==> config.mk <==
export PLATFORM = sky130hd
export DESIGN_NAME = ifu_fetch_queue
export DESIGN_NICKNAME = d
export VERILOG_FILES = /design/src/rtl/cpu_defs.sv /design/src/rtl/fetch_fifo.sv /design/src/rtl/ifu_fetch_queue.sv
export SDC_FILE = /design/constraint.sdc
export NUM_CORES = 1
export LEC_CHECK = 0
export CORE_ASPECT_RATIO = 0.9
export CORE_MARGIN = 2
export CORE_UTILIZATION = 47
export CTS_CLUSTER_DIAMETER = 30
export DETAILED_ROUTE_END_ITERATION = 8
export HOLD_SLACK_MARGIN = 0.06
export PLACE_DENSITY = 0.75
export SLEW_MARGIN = 5
export SYNTH_ARGS = -nofsm -noshare
export SYNTH_HDL_FRONTEND = slang
export SYNTH_SLANG_ARGS = --single-unit
==> constraint.sdc <==
create_clock -name clk -period 3.65 [get_ports clk]
set_input_delay 0.73 -clock clk [delete_from_list [all_inputs] [get_ports clk]]
set_output_delay 0.73 -clock clk [all_outputs]
set_load 0.005 [all_outputs]
==> src/rtl/cpu_defs.sv <==
`default_nettype none
// ============================================================================
// Module   : cpu_defs (package)
// Brief    : Shared CPU front-end constants and the fetch-buffer entry type.
// Revision : 1.0 - initial release
// ============================================================================
package cpu_defs;

    localparam logic [31:0] RESET_PC   = 32'h0000_3000;
    localparam int          WORD_BYTES = 4;
    localparam int          INSTR_W    = 32;
    localparam logic [31:0] NOP        = 32'h0000_0013;

    // One buffered fetch: the returned instruction plus the PC it came from.
    typedef struct packed {
        logic [INSTR_W-1:0] instr;
        logic [INSTR_W-1:0] pc;
    } fetch_entry_t;

endpackage
`default_nettype wire

==> src/rtl/fetch_fifo.sv <==
`default_nettype none
// ============================================================================
// Module   : fetch_fifo
// Brief    : DEPTH-entry synchronous FIFO of {instr, pc} with flush.
//            Head data reads as zero while the FIFO is empty.
// Revision : 1.0 - initial release
// ============================================================================
module fetch_fifo
    import cpu_defs::*;
#(
    parameter int DEPTH = 4,
    parameter int PTR_W = 2
) (
    input  logic               clk,
    input  logic               rst_n,
    input  logic               push,
    input  fetch_entry_t       push_data,
    input  logic               pop,
    input  logic               flush,
    output fetch_entry_t       head,
    output logic [PTR_W:0]     count
);

    fetch_entry_t       r_mem [DEPTH];
    logic [PTR_W-1:0]   r_wptr;
    logic [PTR_W-1:0]   r_rptr;
    logic [PTR_W:0]     r_count;
    logic               w_pop;

    // A pop only takes effect when there is something to pop.
    assign w_pop = pop & (r_count != '0);

    // Storage array: written on push, never reset (contents gated on output).
    always_ff @(posedge clk) begin
        if (push && !flush) begin
            r_mem[r_wptr] <= push_data;
        end
    end

    // Pointers and count; flush wins over push/pop in the same cycle.
    always_ff @(posedge clk or negedge rst_n) begin
        if (!rst_n) begin
            r_wptr  <= '0;
            r_rptr  <= '0;
            r_count <= '0;
        end else if (flush) begin
            r_wptr  <= '0;
            r_rptr  <= '0;
            r_count <= '0;
        end else begin
            if (push) begin
                r_wptr <= r_wptr + PTR_W'(1);
            end
            if (w_pop) begin
                r_rptr <= r_rptr + PTR_W'(1);
            end
            if (push && !w_pop) begin
                r_count <= r_count + (PTR_W+1)'(1);
            end else if (!push && w_pop) begin
                r_count <= r_count - (PTR_W+1)'(1);
            end
        end
    end

    assign head  = (r_count != '0) ? r_mem[r_rptr] : '0;
    assign count = r_count;

`ifndef SYNTHESIS
    // Overflow checker: a push into a full FIFO without a pop loses data.
    always @(posedge clk) begin
        if (rst_n && !flush && push && !w_pop) begin
            assert (r_count != (PTR_W+1)'(DEPTH));
        end
    end
`endif

endmodule
`default_nettype wire

==> src/rtl/ifu_fetch_queue.sv <==
`default_nettype none
// ============================================================================
// Module   : ifu_fetch_queue
// Brief    : Instruction fetch front end. Owns the fetch PC, issues word
//            reads to a 1-cycle-latency ROM under a credit limit, buffers
//            returned instructions and flushes on redirect.
// Revision : 1.0 - initial release
// ============================================================================
module ifu_fetch_queue #(
    parameter logic [31:0] RESET_PC = cpu_defs::RESET_PC,
    parameter int          DEPTH    = 4,
    parameter int          PTR_W    = 2
) (
    input  logic               clk,
    input  logic               reset,
    input  logic               redirect_valid,
    input  logic [31:0]        redirect_pc,
    output logic               imem_req,
    output logic [31:0]        imem_addr,
    input  logic [31:0]        imem_rdata,
    output logic               out_valid,
    output logic [31:0]        out_instr,
    output logic [31:0]        out_pc,
    input  logic               out_ready,
    output logic [PTR_W:0]     occupancy
);

    import cpu_defs::*;

    localparam logic [0:0] c_st_run   = 1'b0;
    localparam logic [0:0] c_st_flush = 1'b1;

    logic [31:0]        r_fetch_pc;
    logic [31:0]        r_req_pc;
    logic               r_inflight;
    logic [0:0]         r_state;

    logic [PTR_W:0]     w_count;
    logic [PTR_W+1:0]   w_credit_sum;
    logic               w_req;
    logic               w_push;
    logic               w_pop;
    logic [31:0]        w_redirect_target;
    fetch_entry_t       w_head;
    fetch_entry_t       w_push_data;

    // Credit: buffered entries plus the outstanding read must leave room.
    assign w_credit_sum      = {1'b0, w_count} + {{(PTR_W+1){1'b0}}, r_inflight};
    assign w_req             = reset & ~redirect_valid
                             & (w_credit_sum < (PTR_W+2)'(DEPTH));
    assign w_push            = r_inflight & ~redirect_valid & (r_state == c_st_run);
    assign w_pop             = (w_count != '0) & out_ready;
    assign w_redirect_target = redirect_pc & 32'hFFFF_FFFC;
    assign w_push_data       = '{instr: imem_rdata, pc: r_req_pc};

    // Fetch PC: redirect target, else advance one word per issued request.
    always_ff @(posedge clk or negedge reset) begin
        if (!reset) begin
            r_fetch_pc <= RESET_PC;
        end else if (redirect_valid) begin
            r_fetch_pc <= w_redirect_target;
        end else if (w_req) begin
            r_fetch_pc <= r_fetch_pc + 32'(WORD_BYTES);
        end
    end

    // In-flight tracker: remembers the PC of the read whose data arrives next.
    always_ff @(posedge clk or negedge reset) begin
        if (!reset) begin
            r_inflight <= 1'b0;
            r_req_pc   <= '0;
        end else begin
            r_inflight <= w_req;
            if (w_req) begin
                r_req_pc <= r_fetch_pc;
            end
        end
    end

    // RUN/FLUSH: one flush cycle after every redirect drops late responses.
    always_ff @(posedge clk or negedge reset) begin
        if (!reset) begin
            r_state <= c_st_run;
        end else if (redirect_valid) begin
            r_state <= c_st_flush;
        end else begin
            r_state <= c_st_run;
        end
    end

    fetch_fifo #(
        .DEPTH (DEPTH),
        .PTR_W (PTR_W)
    ) u_fifo (
        .clk       (clk),
        .rst_n     (reset),
        .push      (w_push),
        .push_data (w_push_data),
        .pop       (w_pop),
        .flush     (redirect_valid),
        .head      (w_head),
        .count     (w_count)
    );

    assign imem_req  = w_req;
    assign imem_addr = r_fetch_pc;
    assign out_valid = (w_count != '0);
    assign out_instr = w_head.instr;
    assign out_pc    = w_head.pc;
    assign occupancy = w_count;

endmodule
`default_nettype wire

---- After elaboration in Yosys (flattened, before gate mapping) ----
Memory sizes are Yosys's and may differ from the RTL's.
Cells that the tools add are included.
cells by class
  add/subtract/negate cells ............... 6
  $lt $le $gt $ge ......................... 1
  muxes and demuxes ....................... 13
  bitwise operators ....................... 8
  reduce and logical (&&, ||, !) cells .... 11
operators with widths
  kind                                                                           count
  32-bit 2-to-1 mux                                                              2
  64-bit 2-to-1 mux                                                              1
  32-bit by 3-bit adder with 32-bit output (second input constant)               1
  3-bit 2-to-1 mux                                                               3
  2-bit 2-to-1 mux                                                               4
  1-bit AND                                                                      6
  2-bit nonzero test                                                             3
  3-bit nonzero test                                                             2
  2-bit by 1-bit adder with 2-bit output (second input constant)                 2
  3-bit by 1-bit adder with 4-bit output                                         1
  4-bit by 3-bit less-than comparator with 1-bit output (second input constant)  1
  3-bit by 1-bit adder with 3-bit output (second input constant)                 1
  1-bit logical AND                                                              3
  1-bit zero test                                                                3
  1-bit 2-to-1 mux                                                               3
  3-bit by 1-bit subtractor with 3-bit output (second input constant)            1
  1-bit inverter                                                                 2
storage, ports and cells
  bits in registers ....................... 73
  memory bits (writable) .................. 256
  bits of input ports ..................... 68
  output and inout bits ................... 101
  word-level logic and storage cells ...... 47
  memories ................................ 1
memories
  memory        depth  bits a word  read ports  clocked after memory_dff  write ports  RTL line          text
  u_fifo.r_mem  4      64           1           0                         1            fetch_fifo.sv:24  fetch_entry_t r_mem [DEPTH];

---- Longest topological paths before layout ----
  depth after elaboration ................. 8
  mapped depth ............................ 9
  depth with buffers taken out ............ 8

---- Cells and area by module ----
Synthesis repeated with hierarchy kept, for this count alone.
second synthesis, totals
  cell total of the unflattened synthesis .. 799
  area, all modules ....................... 13232.7 um^2
by module, submodules not included
  module           instances  cells an instance  area an instance (um^2)  sequential area each (um^2)
  fetch_fifo       1          459                10154.7                  7862.5
  ifu_fetch_queue  1          340                3078.0                   1554.0

---- Worst setup path after synthesis ----
No wires, ideal clock.
  path kind ............................... input -> register
  start ................................... in redirect_valid
  end ..................................... mem u_fifo.r_mem[0][10] in the netlist's numbering (enable)
  setup time .............................. 427 ps
  arrival ................................. 2768 ps
  data required time ...................... 3223 ps
  slack ................................... 456 ps
  cell stages on the path ................. 4
  buffers on the path ..................... 2
  cells stage by stage .................... clkbuf_1 > clkbuf_1 > nor2_1 > and2_1
between the ends
  cells in the longest elaborated chain, start to end .. 6
  elaborated cells on any way between the ends .. 7
  those cells by class .................... mux: 2; bitwise: 3; reduce/logical: 2
ends and longest elaborated chain
  what                                      RTL line               text
  start: declaration                        ifu_fetch_queue.sv:16  input logic redirect_valid,
  1-bit inverter                            ifu_fetch_queue.sv:51  assign w_push = r_inflight & ~redirect_valid & (r_state == c_st_run);
  1-bit AND (2 in a row)                    ifu_fetch_queue.sv:51
  1-bit logical AND *                       fetch_fifo.sv:35       if (push && !flush) begin
  1-bit 2-to-1 mux *                        fetch_fifo.sv:35
  1-bit 2-to-1 mux (not written as such) *  fetch_fifo.sv:36       r_mem[r_wptr] <= push_data;
  end: declaration                          fetch_fifo.sv:24
Mark *: on every way between the ends. The rest lies on a longest branch, timed or not.

---- Worst setup path after layout ----
  start ................................... reg u_fifo.r_rptr[0]
  end ..................................... out out_pc[22]
between the ends
  cells in the longest elaborated chain, start to end .. 2
ends and longest elaborated chain
  what                      RTL line               text
  start: declaration        fetch_fifo.sv:26       logic [PTR_W-1:0] r_rptr;
  start signal: assignment  fetch_fifo.sv:55       r_rptr <= r_rptr + PTR_W'(1);
  memory read 4 x 64 bit    --
  64-bit 2-to-1 mux         fetch_fifo.sv:65       assign head = (r_count != '0) ? r_mem[r_rptr] : '0;
  end: declaration          ifu_fetch_queue.sv:23  output logic [31:0] out_pc,
Every way passes these cells.

==> results.toml <==
[clock_network]
postCtsResizedCells = 0
cts_tree = "built"
clock_path_buffers = 3
cts_root_buf = "clkbuf_16"
insertion_delay_ns = 0.56
clk_pin_slew_worst_paths_ns = 0.05
h-tree-depth = 2
postCtsSetupBuffers = 0
postCtsHoldBufs = 0
numCtsBuffers = 56
numClockSinks = 317

[finish]
fillers = 1899
drive_gt1_frac = 0.187
fin_util = 0.624
antenna_cells = 0
area_growth_pct = 31.5
fin_nets = 1035
finalInstanceArea_um2 = 16800

[global_route]
antenna_found_initial = 1
grtUsageMet2 = 0.307
grt_pass1_vias = 7825
grt_pass1_wl_um = 44100
grt-busiest-layer = "met2"
grtUsageMet3 = 0.0421
grt_use_total = 0.200
grt-ovfl-total = 0
grt_max_degree = 70
gr-usage-met1 = 0.296

[routing]
vias = 7530
route.detailed.drc = 0
drtIter0Drc = 615
firstDrtPassIters = 5
ant_nets = 0
routed_wl_um = 27900
routedWlPerCell_um = 20.6
via_per_inst = 5.54

[logic_synthesis]
avgSynthCellArea_um2 = 16.5
synth_area_um2 = 12800
synth_ff_type = "edfxtp_1"
yosysWarnings = 0
ys_seq_area_frac = 0.719
synthDistinctLibCells = 51
synthTopCellsByArea = "edfxtp_1 (58%), dfrtp_1 (13%), mux4_2 (11%)"
synth-edff-count = 248
synth_top_cell_area_share = 0.583
async_reset_ff_frac = 0.218
syn_inst = 772
synth_top_area_cell = "edfxtp_1"
synth_seq_cells = 317

[worst_setup_path]
worst_setup_path_end_kind = "output port"
crit_type = "reg2out"
rr_startpoint = "u_fifo.count[2]"
worstPathMaxFanout = 19
cp-start-kind = "flip-flop"
worstPathRequired_ns = 2.92
critPathLaunch = "u_fifo.r_rptr[0]"
arrival_ns = 2.73

[placed_design]
dpl-instance-area_um2 = 14800
portBuffers = 162
gp_congestion = 0.806
dp_hpwl_um = 15800

[die]
dieArea_um2 = 28500
start_util = 0.475
die_w_um = 178
die_h_um = 160
io_pins = 169
core_um2 = 26900
rows = 57

[timing]
fin_crit_ns = 3.46
drv_slew = 0
hold_ws_ns = 0.424
finalHoldViolCount = 0
fmax_mhz = 289
worst_slew_pin_slew_ns = 1.01
finalSetupTns_ns = 0
setup_viol = 0
post-route-period-util = 0.947
fin_worst_skew_ns = 0.0223
rsz0062_at_grt = "false"
slew_headroom = 0.326

[run_status]
outcome = "completed"

[job]
maxCapViolCount = 0

[pwr]
leakage_nw = 5.99
ir_drop_v = 0.000379
p_per_area_nw_per_um2 = 772
p_total_mw = 13.0

[hold_path]
hp-class = "in2async"
report_power, final:
group / switching [mW] / internal, mW / leakage [nW] / total, mW
Combinational: 1.14 / 1.67 / 1.90 / 2.82
Clock: 1.73 / 3.72 / 0.987 / 5.45
Sequential: 0.375 / 4.32 / 3.10 / 4.69
state kept, by name, summed over array words and instances, names as in the netlist:
| register | count |
|---|---|
| u_fifo.r_rptr | 2 |
| r_inflight | 1 |
| r_req_pc | 30 |
| u_fifo.r_mem | 248 |
| u_fifo.r_wptr | 2 |
| r_state | 1 |
| u_fifo.count | 3 |
| imem_addr | 30 |
cells by family after synthesis:
family                     count (synthesis)  synth area share
muxes                                     65             0.112
and+or+nand+nor                          260             0.102
DFF                                      317             0.719
adders and majority gates                  6           0.00647
other                                      1          0.000294
xor gates and xnor gates                  11           0.00754
buffers and inverters                     52            0.0186
AOI/OAI and AO/OA                         60            0.0346
critical path, cell delays in order (launching register included):
cell	delay (ns)
dfrtp_4	0.70
buf_4	0.32
mux4_2	0.52
and2_1	0.16
clkdlybuf4s50_1	0.46
layout make-up:
type                    instances  area (um2)  share of cell area
clock buffers                  69        1550              0.0925
clock inverters                33         468              0.0279
inverters                       8        35.0             0.00209
multi-input cells             406        3380               0.201
flip-flops and latches        317        9180               0.547
well taps                     354         443              0.0264
repair buffers                172        1730               0.103
synthesized netlist by cell type, types with 2 or more instances:
| cell type | number |
|---|---|
| nand3_1 | 17 |
| and2_1 | 67 |
| a21oi_1 | 4 |
| buf_4 | 5 |
| edfxtp_1 | 248 |
| a22oi_1 | 5 |
| a221o_1 | 4 |
| or3_1 | 2 |
| nand4_1 | 10 |
| ha_1 | 5 |
| nand2b_1 | 4 |
| inv_1 | 7 |
| mux4_2 | 62 |
| dfstp_2 | 2 |
| a31o_2 | 2 |
| nand2_1 | 124 |
| xnor2_1 | 5 |
| clkbuf_1 | 28 |
| o21ai_0 | 14 |
| buf_2 | 9 |
| and3_1 | 6 |
| xor2_1 | 6 |
| or4_1 | 3 |
| nor2_1 | 15 |
| o211ai_1 | 6 |
| nor4_2 | 2 |
| dfrtp_1 | 67 |
| o311ai_0 | 16 |
| mux2i_1 | 3 |
| and4_1 | 3 |
cell usage in the layout (no fill, tap or decap), drive strengths merged, types with 2 or more instances in the layout:
cell and n:
edfxtp 248, clkdlybuf4s50 161, nand2 125, clkbuf 69
dfrtp 67, and2 67, mux4 62, nand3 18
o311ai 16, nor2 15, inv 15, o21ai 14
clkinv 13, buf 11, nand4 10, bufinv 10
and3 7, o211ai 6, xor2 6, a22oi 5
xnor2 5, ha 5, nand2b 4, a21oi 4
a221o 4, conb 4, and4 3, mux2i 3
or4 3, clkinvlp 3, nor4 3, or3 2
a31o 2, dfstp 2
through the flow:
stage	setup WS [ns]	std cells
2_1_floorplan	0.456	775
3_3_place_gp	0.431	1257
3_5_place_dp	0.425	1257
4_1_cts	0.0951	1359
5_1_grt	0.0200	1359
6_report	0.194	1359
routing by layer:
layer,part of all wire,vias to the layer above
met4,0.014,0
met5,0,-
met1,0.43,3782
li1,-,3348
met2,0.47,364
met3,0.082,36
final timing paths:
kind | to | slack, ns | cells past startpoint
hold / removal | imem_addr[7] | 0.42 | 2
setup reg to reg | imem_addr[11] | 1.14 | 7
setup / recovery | out_pc[22] | 0.19 | 4
hold reg to reg | u_fifo.r_mem[3][12] | 0.52 | 0
min in group clk | u_fifo.r_mem[3][12] | 0.52 | 0
max in group asynchronous | u_fifo.r_rptr[0] | 2.54 | 2
Note: power is estimated with default switching activity, not from simulation.
